<file path="src/rtl/fir_accum_if.sv">
// Sample-stream, coefficient-ROM and result signals between the low-band
// queue, coefficient ROM, FIR accumulator and band mixer.
interface fir_accum_if #(
  parameter int ADDR_W = 10
);
  logic              seq_in;
  logic [15:0]       smpl_in;
  logic [ADDR_W-1:0] coeff_addr;
  logic [15:0]       coeff_data;
  logic [15:0]       smpl_out;
  logic              smpl_vld;
  logic              tap_err;

  modport slave (
    input  seq_in, smpl_in, coeff_data,
    output coeff_addr, smpl_out, smpl_vld, tap_err
  );

  modport master (
    output seq_in, smpl_in, coeff_data,
    input  coeff_addr, smpl_out, smpl_vld, tap_err
  );
endinterface

</file>
<file path="src/rtl/fir_accum.sv">
// One FIR evaluation per sequencing burst: tap x Q1.15 coefficient products
// are accumulated and a saturated 16-bit result is emitted 4 cycles after the last tap.
module fir_accum #(
  parameter int NUM_TAPS = 1021,
  parameter int ADDR_W   = 10,
  parameter int ACC_W    = 42
) (
  input  logic         clk,
  input  logic         rst,
  fir_accum_if.slave   bus
);
  localparam int CNT_W = $clog2(NUM_TAPS + 1);
  localparam logic signed [ACC_W-1:0] MAX_V = ACC_W'(32767);
  localparam logic signed [ACC_W-1:0] MIN_V = -ACC_W'(32768);

  typedef enum logic [1:0] {IDLE, RUN, DRAIN} state_t;

  state_t                   r_state;
  logic [CNT_W-1:0]         r_tap_cnt;
  logic                     r_ovr;
  logic signed [15:0]       r_d_smpl;
  logic                     r_d_vld;
  logic                     r_d_first;
  logic signed [31:0]       r_prod;
  logic                     r_p_vld;
  logic                     r_p_first;
  logic                     r_p_end;
  logic                     r_p_err;
  logic signed [ACC_W-1:0]  r_acc;
  logic                     r_a_end;
  logic                     r_a_err;
  logic [ADDR_W-1:0]        r_coeff_addr;
  logic [15:0]              r_smpl_out;
  logic                     r_smpl_vld;
  logic                     r_tap_err;

  logic                     w_start;
  logic                     w_accept;
  logic                     w_end;
  logic                     w_err;
  logic signed [ACC_W-1:0]  w_prod_ext;
  logic signed [ACC_W-1:0]  w_shift;
  logic [15:0]              w_sat;

  // Any seq_in rise outside RUN is tap 0, including one arriving during DRAIN.
  assign w_start    = bus.seq_in && (r_state != RUN);
  assign w_accept   = bus.seq_in && (w_start || (r_tap_cnt < CNT_W'(NUM_TAPS)));
  assign w_end      = !bus.seq_in && (r_state == RUN);
  assign w_err      = (r_tap_cnt != CNT_W'(NUM_TAPS)) || r_ovr;
  assign w_prod_ext = {{(ACC_W-32){r_prod[31]}}, r_prod};
  assign w_shift    = r_acc >>> 15;

  always_comb begin
    w_sat = w_shift[15:0];
    if (w_shift > MAX_V)
      w_sat = 16'h7FFF;
    else if (w_shift < MIN_V)
      w_sat = 16'h8000;
  end

  always_ff @(posedge clk) begin
    if (rst) begin
      r_state      <= IDLE;
      r_tap_cnt    <= '0;
      r_ovr        <= 1'b0;
      r_d_smpl     <= '0;
      r_d_vld      <= 1'b0;
      r_d_first    <= 1'b0;
      r_prod       <= '0;
      r_p_vld      <= 1'b0;
      r_p_first    <= 1'b0;
      r_p_end      <= 1'b0;
      r_p_err      <= 1'b0;
      r_acc        <= '0;
      r_a_end      <= 1'b0;
      r_a_err      <= 1'b0;
      r_coeff_addr <= '0;
      r_smpl_out   <= '0;
      r_smpl_vld   <= 1'b0;
      r_tap_err    <= 1'b0;
    end else begin
      r_d_vld   <= w_accept;
      r_d_first <= w_start;
      if (w_accept)
        r_d_smpl <= $signed(bus.smpl_in);

      if (w_start) begin
        r_state      <= RUN;
        r_coeff_addr <= '0;
        r_tap_cnt    <= CNT_W'(1);
        r_ovr        <= 1'b0;
      end else if (bus.seq_in) begin
        if (w_accept) begin
          r_coeff_addr <= ADDR_W'(r_tap_cnt);
          r_tap_cnt    <= r_tap_cnt + CNT_W'(1);
        end else begin
          r_ovr <= 1'b1;
        end
      end else if (r_state == RUN) begin
        r_state <= DRAIN;
      end else if ((r_state == DRAIN) && r_a_end) begin
        r_state <= IDLE;
      end

      // The end marker is raised the cycle after the last tap, so it lines up
      // with that tap's product and then with its accumulator update.
      r_p_vld   <= r_d_vld;
      r_p_first <= r_d_first;
      r_prod    <= r_d_smpl * $signed(bus.coeff_data);
      r_p_end   <= w_end;
      r_p_err   <= w_err;

      if (r_p_vld)
        r_acc <= r_p_first ? w_prod_ext : (r_acc + w_prod_ext);
      r_a_end <= r_p_end;
      r_a_err <= r_p_err;

      r_smpl_vld <= r_a_end;
      if (r_a_end) begin
        r_smpl_out <= w_sat;
        r_tap_err  <= r_a_err;
      end
    end
  end

  assign bus.coeff_addr = r_coeff_addr;
  assign bus.smpl_out   = r_smpl_out;
  assign bus.smpl_vld   = r_smpl_vld;
  assign bus.tap_err    = r_tap_err;
endmodule

</file>
<file path="src/flat_wrapper.sv">
// flat-port wrapper written by rule: the top's interface ports become plain ports
module fir_accum_flat 
#(
  parameter int NUM_TAPS = 1021,
  parameter int ADDR_W   = 10,
  parameter int ACC_W    = 42
)
  (clk, rst, bus_seq_in, bus_smpl_in, bus_coeff_data, bus_coeff_addr, bus_smpl_out, bus_smpl_vld, bus_tap_err);
  fir_accum_if #(.ADDR_W(ADDR_W)) bus_i ();
  input  logic clk;
  input  logic rst;
  input wire logic [$bits(bus_i.seq_in)-1:0] bus_seq_in;
  input wire logic [$bits(bus_i.smpl_in)-1:0] bus_smpl_in;
  input wire logic [$bits(bus_i.coeff_data)-1:0] bus_coeff_data;
  output wire logic [$bits(bus_i.coeff_addr)-1:0] bus_coeff_addr;
  output wire logic [$bits(bus_i.smpl_out)-1:0] bus_smpl_out;
  output wire logic [$bits(bus_i.smpl_vld)-1:0] bus_smpl_vld;
  output wire logic [$bits(bus_i.tap_err)-1:0] bus_tap_err;
  assign bus_i.seq_in = bus_seq_in;
  assign bus_i.smpl_in = bus_smpl_in;
  assign bus_i.coeff_data = bus_coeff_data;
  assign bus_coeff_addr = bus_i.coeff_addr;
  assign bus_smpl_out = bus_i.smpl_out;
  assign bus_smpl_vld = bus_i.smpl_vld;
  assign bus_tap_err = bus_i.tap_err;
  fir_accum #(.NUM_TAPS(NUM_TAPS), .ADDR_W(ADDR_W), .ACC_W(ACC_W)) u_core (.clk(clk), .rst(rst), .bus(bus_i));
endmodule
</file>
<file path="config.mk">
export PLATFORM = sky130hd
export DESIGN_NAME = fir_accum_flat
export DESIGN_NICKNAME = d
export VERILOG_FILES = /design/src/rtl/fir_accum_if.sv /design/src/rtl/fir_accum.sv /design/src/flat_wrapper.sv
export SDC_FILE = /design/constraint.sdc
export NUM_CORES = 1
export LEC_CHECK = 0
export ABC_CLOCK_PERIOD_IN_PS = 9700
export BUFFER_PORTS_ARGS = -buffer_cell sky130_fd_sc_hd__buf_2
export CORE_ASPECT_RATIO = 1.2
export CORE_UTILIZATION = 45
export DETAILED_ROUTE_END_ITERATION = 7
export SLEW_MARGIN = 25
export SYNTH_ARGS = -nofsm -noshare
export SYNTH_HDL_FRONTEND = slang
export SYNTH_SLANG_ARGS = --single-unit
export TNS_END_PERCENT = 20
</file>
<file path="constraint.sdc">
create_clock -name clk -period 9.7 [get_ports clk]
set_clock_uncertainty 0.1 [all_clocks]
set_input_delay 1.94 -clock clk [delete_from_list [all_inputs] [get_ports clk]]
set_output_delay 1.94 -clock clk [all_outputs]
set_load 0.03 [all_outputs]
</file>
==> reports/summary.json <==
{
  "run_status": "completed",
  "cts_hold_buf": 0,
  "gp_congestion": 0.948,
  "wirelength_microns": 42100,
  "routed_wire_length_per_instance_microns": 16.7,
  "pre_cts_ws_ns": 1.35,
  "critical_path.endpoint_type": "flop",
  "library_cell_contributing_the_largest_single_delay_on_the_critical_path": "sky130_fd_sc_hd__fa_1",
  "power_leakage_nw": 8.90,
  "post_cts.resized_instances": 0,
  "dieArea_sq_um": 39300,
  "critical_path.startpoint_type": "primary input",
  "synth_area_per_cell_sq_um": 8.50,
  "maxSlewViolCount": 0,
  "dominantRegCellSynth": "sky130_fd_sc_hd__dfxtp_1",
  "global_route_layer_with_the_greatest_usage": "met2",
  "global_route.usage.met2_pct": 40.1,
  "cts.clk_slew.worst_paths_ns": 0.06,
  "ys_types": 80,
  "antennaDiodeCount": 0,
  "port-buffer-count": 62,
  "final_period_minus_worst_setup_slack_ns": 7.89,
  "initialDrtViolationCount": 595,
  "grt_antenna_before_repair": 0,
  "fin_crit_sh_pct": 81.3,
  "hold_path.class": "flop to flop",
  "grt_start_max_net_pins": 74,
  "die_x_microns": 181,
  "finalSetupViolations": 0,
  "criticalPathCategory": "primary input to flop",
  "clockBufferDepth": 2,
  "clk-insertion-delay-late_ns": 0.45,
  "critical-path-max-stage-delay_ns": 0.83,
  "areaGrowthSynthToFinish_pct": 7.35,
  "final_core_utilization_pct": 49.1,
  "yosys_warning_count": 0,
  "clock_sink_count": 139,
  "cts-root-buf": "sky130_fd_sc_hd__clkbuf_16",
  "fillerInstances": 3732,
  "final_antenna_net_count": 0,
  "gr-usage-met3_pct": 2.54,
  "tritoncts": "done",
  "placeableCoreArea_sq_um": 37900,
  "synth.top_cell.area_share_pct": 30.4,
  "grt.met1_usage_pct": 28.5,
  "routed_via_density": 5.30,
  "edff_count_synth": 0,
  "floorplan.rows": 78,
  "async_reset_ff_share_pct": 0,
  "firstDrtPassIters": 5,
  "crit_path_max_fanout": 16,
  "fmax_mhz": 127,
  "setup_total_negative_slack_ns": 0,
  "ys_seq_area_share_pct": 16.1,
  "io-pin-count": 63,
  "synthCells": 2037,
  "nets": 2460,
  "worstPathArrival_ns": 8.11,
  "final_cell_mix": "sky130_fd_sc_hd__inv_1, sky130_fd_sc_hd__nand2_1, sky130_fd_sc_hd__fa_1, sky130_fd_sc_hd__dfxtp_1, sky130_fd_sc_hd__and2_1",
  "ys_ff_latch": 139,
  "cp_cell_sequence": "buf_2, nand2_1, fa_1, inv_1, fa_1, fa_1, fa_1, fa_1, inv_1, fa_1, inv_1, ha_1, a21o_1, a21o_1, a21oi_1, o21ai_0, a221o_1, a31oi_1, mux2i_1, nand2_1",
  "synth_area_leader_cell": "sky130_fd_sc_hd__fa_1",
  "number_of_buffers_created_by_cts": 17,
  "mostFrequentLayoutCell": "sky130_fd_sc_hd__inv_1",
  "vias": 13401,
  "postLayoutSetupSlackWorst_ns": 1.81,
  "power_density_nw_per_um2": 210,
  "final-hold-violation-count": 0,
  "via_count_of_the_first_global_routing_pass": 14016,
  "syn_nets": 2461,
  "synth_area_sq_um": 17300,
  "global_route_usage_over_all_layers_pct": 22.6,
  "critPathMostFrequentCell": "sky130_fd_sc_hd__fa_1",
  "initial_core_util_pct": 45.8,
  "cp_data_required_time_ns": 9.92,
  "post-cts-setup-buffers": 0,
  "grt_setup_unrepaired": "false",
  "layout-drive-gt1-share_pct": 6.15,
  "die_height_microns": 217,
  "max_capacitance_violation_count": 0,
  "worst_slew_margin_rel_pct": 36.7,
  "tightestPinTransition_ns": 0.949,
  "post-dp-hpwl_microns": 32900,
  "cts-htree-levels": 4,
  "power.ir.vdd_worst_mv": 0.192,
  "grt-ovfl-total": 0,
  "grt_pass1_wl_microns": 70600,
  "synth_area_leaders": "sky130_fd_sc_hd__fa_1, sky130_fd_sc_hd__dfxtp_1, sky130_fd_sc_hd__ha_1",
  "drc": 0
}
[stage by stage]
step | power, mW | hold slack (ns) | instance area, sq um | cells
5_1_grt | 4.33 | 0.351 | 18600 | 2528
3_5_place_dp | 3.21 | 0.327 | 18000 | 2497
6_report | 3.91 | 0.333 | 18600 | 2528
4_1_cts | 3.95 | 0.336 | 18600 | 2528
3_3_place_gp | 3.16 | 0.320 | 18000 | 2497
2_1_floorplan | 2.69 | 0.314 | 17300 | 2037
[state kept, by name, indices dropped and copies added, names as in the netlist]
signal / cells
u_core.bus.coeff_addr: 10
u_core.bus.smpl_out: 16
u_core.bus.smpl_vld: 1
u_core.bus.tap_err: 1
u_core.r_a_end: 1
u_core.r_a_err: 1
u_core.r_acc: 42
u_core.r_d_first: 1
u_core.r_d_smpl: 16
u_core.r_d_vld: 1
u_core.r_ovr: 1
u_core.r_p_end: 1
u_core.r_p_err: 1
u_core.r_p_first: 1
u_core.r_p_vld: 1
u_core.r_prod: 32
u_core.r_state: 2
u_core.r_tap_cnt: 10
[cell usage after synthesis (3+ instances only)]
cell	number
sky130_fd_sc_hd__nand2b_1	16
sky130_fd_sc_hd__nor3_1	27
sky130_fd_sc_hd__a211oi_1	12
sky130_fd_sc_hd__nor2b_1	14
sky130_fd_sc_hd__a2111oi_2	3
sky130_fd_sc_hd__buf_1	7
sky130_fd_sc_hd__a311oi_1	15
sky130_fd_sc_hd__a21boi_1	3
sky130_fd_sc_hd__o211ai_1	19
sky130_fd_sc_hd__a21o_1	30
sky130_fd_sc_hd__nor4_1	6
sky130_fd_sc_hd__a31o_1	3
sky130_fd_sc_hd__clkbuf_1	78
sky130_fd_sc_hd__nor3b_1	4
sky130_fd_sc_hd__fa_1	263
sky130_fd_sc_hd__nand3_1	22
sky130_fd_sc_hd__nand4_1	16
sky130_fd_sc_hd__ha_1	126
sky130_fd_sc_hd__and3_1	15
sky130_fd_sc_hd__nor4b_1	5
sky130_fd_sc_hd__o21bai_1	7
sky130_fd_sc_hd__a21oi_1	108
sky130_fd_sc_hd__xnor2_1	36
sky130_fd_sc_hd__a211o_1	3
sky130_fd_sc_hd__or3_1	6
sky130_fd_sc_hd__o21a_1	8
sky130_fd_sc_hd__and4_1	3
sky130_fd_sc_hd__xor2_1	22
sky130_fd_sc_hd__a31oi_1	16
sky130_fd_sc_hd__nor2_1	122
sky130_fd_sc_hd__mux2i_1	10
sky130_fd_sc_hd__o211a_1	4
sky130_fd_sc_hd__dfxtp_1	139
sky130_fd_sc_hd__o31ai_1	4
sky130_fd_sc_hd__nand2_1	272
sky130_fd_sc_hd__buf_2	3
sky130_fd_sc_hd__o21ai_0	56
sky130_fd_sc_hd__o21ai_1	7
sky130_fd_sc_hd__inv_1	348
sky130_fd_sc_hd__and2_1	130
[metal layers]
layer  vias to the layer above  part of all wire [%]
met3                        55                   3.2
met5                         -                     0
met4                         0                   2.5
met1                      6602                    45
li1                       6496                     -
met2                       248                    49
[final timing paths]
| check | slack (ns) | end | start | cells after the start |
|---|---|---|---|---|
| worst max-delay path | 1.81 | u_core.r_prod[29] | bus_coeff_data[4] | 20 |
| worst min-delay path | 0.33 | u_core.r_p_first | u_core.r_d_first | 1 |
| worst max register to register | 2.59 | u_core.r_prod[29] | u_core.r_d_smpl[15] | 19 |
| worst min register to register | 0.33 | u_core.r_p_first | u_core.r_d_first | 1 |
[worst max-delay path: cells and delay by family]
kind	cells	cell delay (ns)
adder cells (fa/ha/maj)	7	3.91
AO/OA/AOI/OAI	6	1.35
buffers and inverters	4	0.39
AND/OR/NAND/NOR	2	0.27
multiplexers	1	0.22
[logic make-up after synthesis]
family,synth area share [%]
AO/OA/AOI/OAI,13.1
flip-flops,16.1
multiplexers,0.643
buffers and inverters,9.51
XOR/XNOR,2.93
adder cells (fa/ha/maj),39.5
AND/OR/NAND/NOR,18.3
[cell type report]
type / instances / area, sq um / area share, %
Multi-Input combinational cell: 1460 / 12900 / 69.4
Sequential cell: 139 / 2790 / 15.0
Inverter: 350 / 1310 / 7.06
Tap cell: 480 / 601 / 3.23
Clock buffer: 19 / 443 / 2.38
Timing Repair Buffer: 68 / 358 / 1.92
Clock inverter: 12 / 188 / 1.01
[report_power, final]
group          switching [mW]  total, mW  internal [mW]
clock                   0.282      0.722          0.440
sequential             0.0806      0.729          0.648
combinational            1.44       2.46           1.02
No activity file was read; power rests on OpenSTA's default activity.
